File: config.mk
export PLATFORM = sky130hd
export DESIGN_NAME = memory_bus_interface_flat
export DESIGN_NICKNAME = d
export VERILOG_FILES = /design/src/rtl/memory_bus_interface_pkg.sv /design/src/rtl/memory_bus_interface_if.sv /design/src/rtl/memory_bus_interface_bus_timeout_counter.sv /design/src/rtl/memory_bus_interface.sv /design/src/flat_wrapper.sv
export SDC_FILE = /design/constraint.sdc
export NUM_CORES = 1
export LEC_CHECK = 0
export ABC_AREA = 1
export BUFFER_PORTS_ARGS = -buffer_cell sky130_fd_sc_hd__buf_2
export CAP_MARGIN = 15
export CORE_ASPECT_RATIO = 1.75
export CORE_MARGIN = 3
export CORE_UTILIZATION = 42
export DETAILED_ROUTE_END_ITERATION = 7
export HOLD_SLACK_MARGIN = 0.08
export PLACE_DENSITY = 0.74
export SETUP_SLACK_MARGIN = 0.2
export SLEW_MARGIN = 0
export SYNTH_ARGS = -nofsm -noshare
export SYNTH_HDL_FRONTEND = slang
export SYNTH_SLANG_ARGS = --single-unit
File: constraint.sdc
create_clock -name clk -period 1.3 [get_ports clk]
set_input_delay 0.13 -clock clk [delete_from_list [all_inputs] [get_ports clk]]
set_output_delay 0.13 -clock clk [all_outputs]
set_load 0.02 [all_outputs]
File: src/rtl/memory_bus_interface_pkg.sv
// Shared definitions for the CPU-to-memory bus bridge: access FSM states,
// default timeout/open-bus parameters and the timeout counter width helper.
package memory_bus_interface_pkg;

  // Access sequencer states: idle, waiting for memory, one-cycle completion.
  typedef enum logic [1:0] {
    IDLE = 2'd0,
    WAIT = 2'd1,
    DONE = 2'd2
  } bus_state_t;

  // WAIT cycles without mem_ack before the access is abandonned (0 = never).
  localparam int unsigned DEFAULT_TIMEOUT_CYCLES = 16;

  // Value a read returns when nothing on the bus answered.
  localparam logic [7:0] DEFAULT_OPEN_BUS_VALUE = 8'hFF;

  // Bits needed to count from 0 up to and including the timeout value;
  // a zero timeout still gets a one-bit counter so the port is never empty.
  function automatic int unsigned timeout_count_width(input int unsigned cycles);
    return (cycles == 0) ? 1 : $clog2(cycles + 1);
  endfunction

endpackage

File: src/rtl/memory_bus_interface_if.sv
// Signal bundle between the CPU control/datapath, the bus bridge and memory.
// The bridge uses the slave view (it serves CPU requests and drives the memory
// side); the environment (CPU plus memory) uses the master view.
interface memory_bus_interface_if;

  // CPU side
  logic [7:0]  cpu_addr_high;
  logic [7:0]  cpu_addr_low;
  logic [7:0]  cpu_write_data;
  logic        cpu_read_req;
  logic        cpu_write_req;
  logic [7:0]  cpu_read_data;
  logic        cpu_ready;

  // Memory side
  logic [15:0] mem_addr;
  logic [7:0]  mem_wdata;
  logic        mem_we;
  logic        mem_req;
  logic        mem_ack;
  logic [7:0]  mem_rdata;
  logic        bus_error;

  modport slave (
    input  cpu_addr_high, cpu_addr_low, cpu_write_data,
    input  cpu_read_req, cpu_write_req,
    output cpu_read_data, cpu_ready,
    output mem_addr, mem_wdata, mem_we, mem_req,
    input  mem_ack, mem_rdata,
    output bus_error
  );

  modport master (
    output cpu_addr_high, cpu_addr_low, cpu_write_data,
    output cpu_read_req, cpu_write_req,
    input  cpu_read_data, cpu_ready,
    input  mem_addr, mem_wdata, mem_we, mem_req,
    output mem_ack, mem_rdata,
    input  bus_error
  );

endinterface

File: src/rtl/memory_bus_interface_bus_timeout_counter.sv
// Counts WAIT cycles that pass without an acknowledge and flags the cycle in
// which the timeout is reached. A zero TIMEOUT_CYCLES disables expiry.
module bus_timeout_counter #(
  parameter int unsigned TIMEOUT_CYCLES = 16,
  parameter int unsigned WIDTH          = 5
) (
  input  logic clk,
  input  logic rst,
  input  logic i_clear,   // start of a new access
  input  logic i_enable,  // a WAIT cycle with no acknowledge
  output logic o_expire   // this un-acked cycle is the last one allowed
);

  localparam bit             NEVER_ABORT = (TIMEOUT_CYCLES == 0);
  localparam logic [WIDTH-1:0] LAST_COUNT = WIDTH'(TIMEOUT_CYCLES - 1);
  localparam logic [WIDTH-1:0] FULL_COUNT = WIDTH'(TIMEOUT_CYCLES);

  logic [WIDTH-1:0] r_count;

  // Expiry is seen during the un-acked cycle that brings the count to the limit,
  // so the bridge can leave WAIT on that same edge.
  assign o_expire = !NEVER_ABORT && i_enable && (r_count == LAST_COUNT);

  // Clear on access start, otherwise count un-acked WAIT cycles up to the limit.
  always_ff @(posedge clk or posedge rst) begin
    // NOTE: state is updated with non-blocking assignments so every register
    // samples the pre-edge values, independent of statement order.
    if (rst) begin
      r_count <= '0;
    end else if (i_clear) begin
      r_count <= '0;
    end else if (i_enable && !NEVER_ABORT && (r_count != FULL_COUNT)) begin
      r_count <= r_count + 1'b1;
    end
  end

endmodule

File: src/rtl/memory_bus_interface.sv
// Bridge between the CPU's address/data registers and a request/acknowledge
// memory bus. One access at a time: latch in IDLE, hold the bus in WAIT until
// acknowledge or timeout, report completion for exactly one DONE cycle.
module memory_bus_interface
  import memory_bus_interface_pkg::*;
#(
  parameter int unsigned TIMEOUT_CYCLES = DEFAULT_TIMEOUT_CYCLES,
  parameter logic [7:0]  OPEN_BUS_VALUE = DEFAULT_OPEN_BUS_VALUE
) (
  input  logic                   clk,
  input  logic                   rst,
  memory_bus_interface_if.slave  bus
);

  localparam int unsigned COUNT_WIDTH = timeout_count_width(TIMEOUT_CYCLES);

  bus_state_t  r_state;
  bus_state_t  w_next_state;

  logic        w_req;          // any CPU request this cycle
  logic        w_start;        // accept a request and enter WAIT
  logic        w_ack_done;     // memory acknowledged in WAIT
  logic        w_abort;        // timeout reached in WAIT without acknowledge
  logic        w_expire;
  logic        w_count_enable;
  logic        w_cpu_ready;

  logic        r_mem_req;
  logic        r_mem_we;
  logic [15:0] r_mem_addr;
  logic [7:0]  r_mem_wdata;
  logic [7:0]  r_read_data;
  logic        r_bus_error;

  assign w_req          = bus.cpu_read_req | bus.cpu_write_req;
  assign w_count_enable = (r_state == WAIT) && !bus.mem_ack;

  bus_timeout_counter #(
    .TIMEOUT_CYCLES (TIMEOUT_CYCLES),
    .WIDTH          (COUNT_WIDTH)
  ) u_timeout (
    .clk      (clk),
    .rst      (rst),
    .i_clear  (w_start),
    .i_enable (w_count_enable),
    .o_expire (w_expire)
  );

  // State register; reset drops any access in flight without reporting it.
  always_ff @(posedge clk or posedge rst) begin
    if (rst) begin
      r_state <= IDLE;
    end else begin
      r_state <= w_next_state;
    end
  end

  // Next state, access events and the combinational ready flag.
  always_comb begin
    // NOTE: every signal gets a default before the case so no path leaves
    // one unassigned, which would otherwise infer a latch.
    w_next_state = r_state;
    w_start      = 1'b0;
    w_ack_done   = 1'b0;
    w_abort      = 1'b0;
    w_cpu_ready  = 1'b0;
    unique case (r_state)
      IDLE: begin
        w_cpu_ready = !w_req;
        if (w_req) begin
          w_start      = 1'b1;
          w_next_state = WAIT;
        end
      end
      WAIT: begin
        // An acknowledge in the timeout cycle still counts as a completion.
        if (bus.mem_ack) begin
          w_ack_done   = 1'b1;
          w_next_state = DONE;
        end else if (w_expire) begin
          w_abort      = 1'b1;
          w_next_state = DONE;
        end
      end
      DONE: begin
        // Requests seen here are ignored; the CPU re-issues them in IDLE.
        w_cpu_ready  = 1'b1;
        w_next_state = IDLE;
      end
      default: begin
        w_next_state = IDLE;
      end
    endcase
  end

  // Memory-side request, address/data latch and the abort pulse.
  always_ff @(posedge clk or posedge rst) begin
    if (rst) begin
      r_mem_req   <= 1'b0;
      r_mem_we    <= 1'b0;
      r_mem_addr  <= 16'h0000;
      r_mem_wdata <= 8'h00;
      r_bus_error <= 1'b0;
    end else begin
      r_bus_error <= w_abort;
      if (w_start) begin
        // A simultaneous read and write is performed as the write.
        r_mem_req   <= 1'b1;
        r_mem_we    <= bus.cpu_write_req;
        r_mem_addr  <= {bus.cpu_addr_high, bus.cpu_addr_low};
        r_mem_wdata <= bus.cpu_write_data;
      end else if (w_ack_done || w_abort) begin
        r_mem_req <= 1'b0;
      end
    end
  end

  // Read data holds until the next read finishes, by acknowledge or by abort.
  always_ff @(posedge clk or posedge rst) begin
    if (rst) begin
      r_read_data <= 8'h00;
    end else if (!r_mem_we) begin
      if (w_ack_done) begin
        r_read_data <= bus.mem_rdata;
      end else if (w_abort) begin
        r_read_data <= OPEN_BUS_VALUE;
      end
    end
  end

  assign bus.mem_req       = r_mem_req;
  assign bus.mem_we        = r_mem_we;
  assign bus.mem_addr      = r_mem_addr;
  assign bus.mem_wdata     = r_mem_wdata;
  assign bus.bus_error     = r_bus_error;
  assign bus.cpu_read_data = r_read_data;
  assign bus.cpu_ready     = w_cpu_ready;

endmodule

File: src/flat_wrapper.sv
// flat-port wrapper written by rule: the top's interface ports become plain ports
module memory_bus_interface_flat import memory_bus_interface_pkg::*;
#(
  parameter int unsigned TIMEOUT_CYCLES = DEFAULT_TIMEOUT_CYCLES,
  parameter logic [7:0]  OPEN_BUS_VALUE = DEFAULT_OPEN_BUS_VALUE
)
  (clk, rst, bus_cpu_addr_high, bus_cpu_addr_low, bus_cpu_write_data, bus_cpu_read_req, bus_cpu_write_req, bus_cpu_read_data, bus_cpu_ready, bus_mem_addr, bus_mem_wdata, bus_mem_we, bus_mem_req, bus_mem_ack, bus_mem_rdata, bus_bus_error);
  memory_bus_interface_if bus_i ();
  input  logic clk;
  input  logic rst;
  input wire logic [$bits(bus_i.cpu_addr_high)-1:0] bus_cpu_addr_high;
  input wire logic [$bits(bus_i.cpu_addr_low)-1:0] bus_cpu_addr_low;
  input wire logic [$bits(bus_i.cpu_write_data)-1:0] bus_cpu_write_data;
  input wire logic [$bits(bus_i.cpu_read_req)-1:0] bus_cpu_read_req;
  input wire logic [$bits(bus_i.cpu_write_req)-1:0] bus_cpu_write_req;
  output wire logic [$bits(bus_i.cpu_read_data)-1:0] bus_cpu_read_data;
  output wire logic [$bits(bus_i.cpu_ready)-1:0] bus_cpu_ready;
  output wire logic [$bits(bus_i.mem_addr)-1:0] bus_mem_addr;
  output wire logic [$bits(bus_i.mem_wdata)-1:0] bus_mem_wdata;
  output wire logic [$bits(bus_i.mem_we)-1:0] bus_mem_we;
  output wire logic [$bits(bus_i.mem_req)-1:0] bus_mem_req;
  input wire logic [$bits(bus_i.mem_ack)-1:0] bus_mem_ack;
  input wire logic [$bits(bus_i.mem_rdata)-1:0] bus_mem_rdata;
  output wire logic [$bits(bus_i.bus_error)-1:0] bus_bus_error;
  assign bus_i.cpu_addr_high = bus_cpu_addr_high;
  assign bus_i.cpu_addr_low = bus_cpu_addr_low;
  assign bus_i.cpu_write_data = bus_cpu_write_data;
  assign bus_i.cpu_read_req = bus_cpu_read_req;
  assign bus_i.cpu_write_req = bus_cpu_write_req;
  assign bus_cpu_read_data = bus_i.cpu_read_data;
  assign bus_cpu_ready = bus_i.cpu_ready;
  assign bus_mem_addr = bus_i.mem_addr;
  assign bus_mem_wdata = bus_i.mem_wdata;
  assign bus_mem_we = bus_i.mem_we;
  assign bus_mem_req = bus_i.mem_req;
  assign bus_i.mem_ack = bus_mem_ack;
  assign bus_i.mem_rdata = bus_mem_rdata;
  assign bus_bus_error = bus_i.bus_error;
  memory_bus_interface #(.TIMEOUT_CYCLES(TIMEOUT_CYCLES), .OPEN_BUS_VALUE(OPEN_BUS_VALUE)) u_core (.clk(clk), .rst(rst), .bus(bus_i));
endmodule
* Word-level counts from Yosys, hierarchy flattened
Cells that the tools add are included.
** Storage, ports and cells
- Logic and storage cells :: 47
- Input bits :: 37
- Register bits :: 42
- Output and inout port bits :: 36
** Operators by class
- Multiplexer cells :: 18
- Bitwise gates (word level) :: 2
- Equality and inequality tests :: 6
- Add/subtract/negate cells :: 1
- Reduce and logical (&&, ||, !) cells :: 12
** Operator list (count)
- $mux 8 :: 2
- $mux 5 :: 2
- $mux 1 :: 9
- $mux 2 :: 3
- $reduce_bool 2->1 :: 3
- $add 5x1->5 const B :: 1
- $eq 5x4->1 const B :: 1
- $ne 5x5->1 const B :: 1
- $pmux 2 s2 :: 1
- $reduce_and 2->1 :: 2
- $logic_and 1x1->1 :: 3
- $ne 3x3->1 const B :: 1
- $eq 2x1->1 const B :: 1
- $eq 2x2->1 const B :: 1
- $logic_not 1->1 :: 2
- $logic_not 2->1 :: 1
- $ne 2x1->1 const B :: 1
- $pmux 1 s2 :: 1
- $logic_or 1x1->1 :: 1
- $not 1->1 :: 1
- $or 1x1->1 :: 1

* Longest topological paths before layout
- Word-level depth :: 9
- Gate-level depth with buffers :: 8
- Gate-level depth less buffers :: 8

* Hierarchy
Synthesis repeated with hierarchy kept, for this count alone.
** Unflattened totals
- Cell total of the unflattened synthesis :: 223
- Area total of the unflattened synthesis :: 1936.9 um^2
** Modules (own cells, without submodules)
- memory_bus_interface :: sequential area each 925.9 um^2, area an instance 1596.5 um^2, instances 1, cells an instance 179
- bus_timeout_counter :: sequential area each 125.1 um^2, area an instance 340.3 um^2, instances 1, cells an instance 44

* Worst setup path after synthesis
No wires, ideal clock.
- Kind :: reg2reg
- Start :: register u_core.u_timeout.r_count[0]
- End :: register u_core.r_read_data[0], in the netlist u_core.bus.cpu_read_data[0]
- Slack :: -0.123 ns
- Path buffers :: 0
- Period minus slack after synthesis :: 1.423 ns
- Stages on the path, launching flop included :: 9
- Arrival :: 1.346 ns
- Library setup time :: 0.077 ns
- Data required time :: 1.223 ns
- Cell sequence :: dfrtp_1 -> ha_1 -> inv_1 -> nor3_1 -> ha_1 -> inv_1 -> a21oi_2 -> nand2_2 -> a21oi_1
** On the way
- Longest elaborated chain between the ends :: 7
** RTL lines
- start: declaration :: RTL line memory_bus_interface_bus_timeout_counter.sv:18 : logic [WIDTH-1:0] r_count;
- start signal: assignment :: RTL line memory_bus_interface_bus_timeout_counter.sv:33 : r_count <= r_count + 1'b1;
- $eq 5x4->1 :: RTL line memory_bus_interface_bus_timeout_counter.sv:22 : assign o_expire = !NEVER_ABORT && i_enable && (r_count == LAST_COUNT);
- $logic_and 1x1->1 :: RTL line memory_bus_interface_bus_timeout_counter.sv:22
- $mux 1 :: RTL line memory_bus_interface.sv:80 : end else if (w_expire) begin
- $mux 1 :: RTL line memory_bus_interface.sv:77 : if (bus.mem_ack) begin
- $mux 1 :: RTL line memory_bus_interface.sv:67 : unique case (r_state)
- $reduce_bool 2->1 (no line)
- $reduce_and 2->1 (no line)
- end signal: assignment :: RTL line memory_bus_interface.sv:124 : r_read_data <= bus.mem_rdata;
- end: declaration :: RTL line memory_bus_interface.sv:32 : logic [7:0] r_read_data;
Every way passes these cells.
A chain may end at the register's enable or synchronous reset.

* Final worst setup path
- Start :: register u_core.u_timeout.r_count[0]
- End :: register u_core.r_read_data[1], in the netlist u_core.bus.cpu_read_data[1]
Same word-level chain as after synthesis.

==> impl_results.md <==
* Highest attainable clock frequency at approximately 660 MHz
* Endpoint of the most critical register-to-register path: u_core.bus.cpu_read_data[1]$_DFFE_PP0P_
* Setup ws final at -0.208 ns
* Number of antenna violations at the first check in global routing at 0
* Total half-perimeter wirelength after legalization and detailed placement at 3.06 mm
* PD cells at between 2000 and 2500 nW/um^2
* Area grow syn2layout at 78.6%
* Routability congestion estimate at 0.815
* Clock sinks at 42
* Measured slew at the worst slew-check pin at about 0.48 ns
* Die Wd at 54.9 um
* Post-layout util at 79.6%
* Count of buffers from port buffering at a little over 70
* Number of max-slew violations in the final report at 0
* Number of nets produced by synthesis at 244
* Post-CTS clock slew at the launch and capture registers of the worst setup and hold paths at approximately 0.080 ns
* Initial core utilization at 44.6%
* Largest driver fanout on the critical path at 8
* Category of the worst setup path capture point: flip-flop
* TritonCTS clock tree: done
* Placement row count at 30
* Syn Area/Cell at around 8.6 um^2
* Detailed-routing iteration count for the pre-antenna-repair pass at 4
* Failing checks: setup timing
* CP required at around 1.5 ns
* DRC viols at 0
* Full die area at 5030 um^2
* Buffer levels on the longest clock path at 2
* Layout net count at 370
* Pin count of the biggest net entering global routing at 23
* Cell at the root of the clock tree: sky130_fd_sc_hd__clkbuf_8
* Final number of setup-violating endpoints at 15
* Number of inserted diodes at 0
* Number of distinct library cells after synthesis at 17
* Flip-flop and latch count after synthesis at 42
* Setup slack of the most critical reg-to-reg path at -0.21 ns
* Number of cells on the worst reg-to-reg path at 8
* Result of the run: finished, violations left
* Syn Inst Count at 204
* Iteration-0 DRC count of the detailed router at 51
* Via count of the routed design at 1926
* Type of origin of the critical path: flip-flop
* Setup CP Type: flip-flop to flip-flop
* Clock latency of the later-clocked register in the worst-skew pair at 0.30 ns
* Timing startpoint of the critical path: u_core.u_timeout.r_count[0]$_DFFE_PP0P_
* Sequential element share of the synthesized area at 59.8%
* Layout fillers at 228
* Arr. time, crit path at 1.73 ns
* Layout Cell Area excl Fill at 3140 um^2
* Total number of H-tree levels at 2
* Class of the tightest hold or removal check: input pin to flip-flop
* TritonCTS buffer count at 5
* Netlist area before placement at between 1500 and 2000 um^2
* Fraction of layout cells with a size suffix above 1 at 52.3%
* Final WL at 5.91 mm
* Commonest non-fill, non-tap cell in the layout: sky130_fd_sc_hd__buf_2
* Vias per cell at 5.08
* Worst slew slack as a fraction of its limit at slightly below 70%
* Pre-CTS worst setup slack at -0.207 ns
* Static Leakage at 1.68 nW
* I/O Pins at 73
* Number of cells in the design after placement at 330
* Aggregate global routing overflow at 0
* Final cycle utilization of the critical path at 116%
* Worst-case hold path end point: u_core.bus.cpu_read_data[2]$_DFFE_PP0P_
* Post-detailed-placement cell area at 2260 um^2
* Overall track demand over capacity in global routing at 23.2%
* Warning count from the yosys run at 0
* Cells on Worst Hold Path at 3
* Post-route minimum period at roughly 1.5 ns
* Post-route antenna net violation count at 0
* Reg-to-reg startpoint: u_core.u_timeout.r_count[0]$_DFFE_PP0P_
* Leading cell types in the layout, fill and taps excluded: sky130_fd_sc_hd__buf_2, sky130_fd_sc_hd__nand2_1, sky130_fd_sc_hd__dfrtp_1
* RSZ-0062 raised after global routing: yes
* Worst ir drop on vdd at 1.72 mV
* Via count of the first global-routing pass at just under 2000
* Global-route wire length before repair at 8.56 mm
* Final hold violations at 0
* Worst Skew at 0.00876 ns
* Post-layout power at approximately 7.1 mW
* Floorplan core area at 3940 um^2
* Critical hold path startpoint: bus_mem_rdata[2]
* Die Ht at roughly 92 um
* Post-DR wirelength/cell at roughly 16 um
* Final instance count without filler cells at 379
* Max-capacitance violation count at 0
[per-layer routing]
metal	wire length [um]	GRT usage [%]	up-vias
met5	0	0	-
met4	166	10.1	0
met3	228	4.11	16
met2	3430	39.9	69
met1	2090	26.2	966
li1	-	-	875
[layout make-up]
cell class                 count  area (um^2)  share of cell area, %
tap                           48         60.1                   1.91
timing repair buffer         124          952                   30.3
clock inverter                 2         12.5                  0.399
clock buffer                   6         82.6                   2.63
multi-input combinational    134          878                   28.0
inverter                      23          100                   3.19
sequential                    42         1050                   33.5
[critical path: stages (launching register included)]
cell,delay (ns)
sky130_fd_sc_hd__dfrtp_1,0.37
sky130_fd_sc_hd__ha_2,0.20
sky130_fd_sc_hd__inv_2,0.05
sky130_fd_sc_hd__nor3_2,0.11
sky130_fd_sc_hd__ha_2,0.19
sky130_fd_sc_hd__inv_2,0.05
sky130_fd_sc_hd__a21oi_4,0.19
sky130_fd_sc_hd__nand2_4,0.13
sky130_fd_sc_hd__a21oi_2,0.14
[sequential cells by signal (all words and copies together) (netlist names)]
register	flops
u_core.bus.mem_wdata	8
u_core.bus.mem_req	1
u_core.bus.cpu_read_data	8
u_core.bus.bus_error	1
u_core.r_state	2
u_core.bus.mem_addr	16
u_core.u_timeout.r_count	5
u_core.bus.mem_we	1
[kinds of logic after synthesis]
| group | synth area share [%] |
|---|---|
| adder cells (fa/ha/maj) | 2.14 |
| AO/OA/AOI/OAI | 3.63 |
| AND/OR/NAND/NOR | 27.8 |
| flip-flops | 59.8 |
| buffers and inverters | 6.62 |
[cell usage after synthesis (all sizes together)]
cell	instances	area (um^2)
or2	1	6.26
buf	5	30.0
dfrtp	42	1050
a21oi	10	53.8
inv	23	86.3
nand3	9	45.0
nand4	3	18.8
nand2	92	355
o21ai	2	10.0
nor3	2	10.0
nor2	12	52.6
ha	3	37.5
[timing repair]
| item | in CTS | in global routing |
|---|---|---|
| pin swaps | 28 | 35 |
| resized for setup | 37 | 56 |
| buffers inserted | 4 | 7 |
| hold buffers | 27 | 1 |
| endpoints found under the setup margin | 37 | 43 |
| gates cloned | 1 | 1 |
| endpoints found under the hold margin | 46 | 1 |
[stage by stage]
| stage | setup TNS, ns | hold slack [ns] |
|---|---|---|
| 6_report | -1.83 | 0.0760 |
| 2_1_floorplan | -0.897 | 0.122 |
| 3_5_place_dp | -1.50 | 0.180 |
| 4_1_cts | -1.16 | 0.0844 |
| 3_3_place_gp | -0.947 | 0.178 |
| 5_1_grt | -2.44 | 0.0755 |
[power breakdown]
part           switching (mW)  internal [mW]  leakage (nW)
combinational            2.33           1.68          1.12
clock                   0.451          0.427        0.0472
sequential              0.351           1.87         0.509
[how the worst max path moves through the flow]
| stage | to | slack [ns] | cells past startpoint |
|---|---|---|---|
| floorplan | u_core.bus.cpu_read_data[0]$_DFFE_PP0P_ | -0.11 | 8 |
| global placement | u_core.bus.cpu_read_data[2]$_DFFE_PP0P_ | -0.12 | 8 |
| detailed placement | u_core.bus.cpu_read_data[6]$_DFFE_PP0P_ | -0.21 | 8 |
| CTS | u_core.bus.cpu_read_data[3]$_DFFE_PP0P_ | -0.15 | 8 |
| global route | u_core.bus.cpu_read_data[6]$_DFFE_PP0P_ | -0.25 | 8 |
| finish | u_core.bus.cpu_read_data[1]$_DFFE_PP0P_ | -0.21 | 8 |
Power figures use the tool's default switching activity.
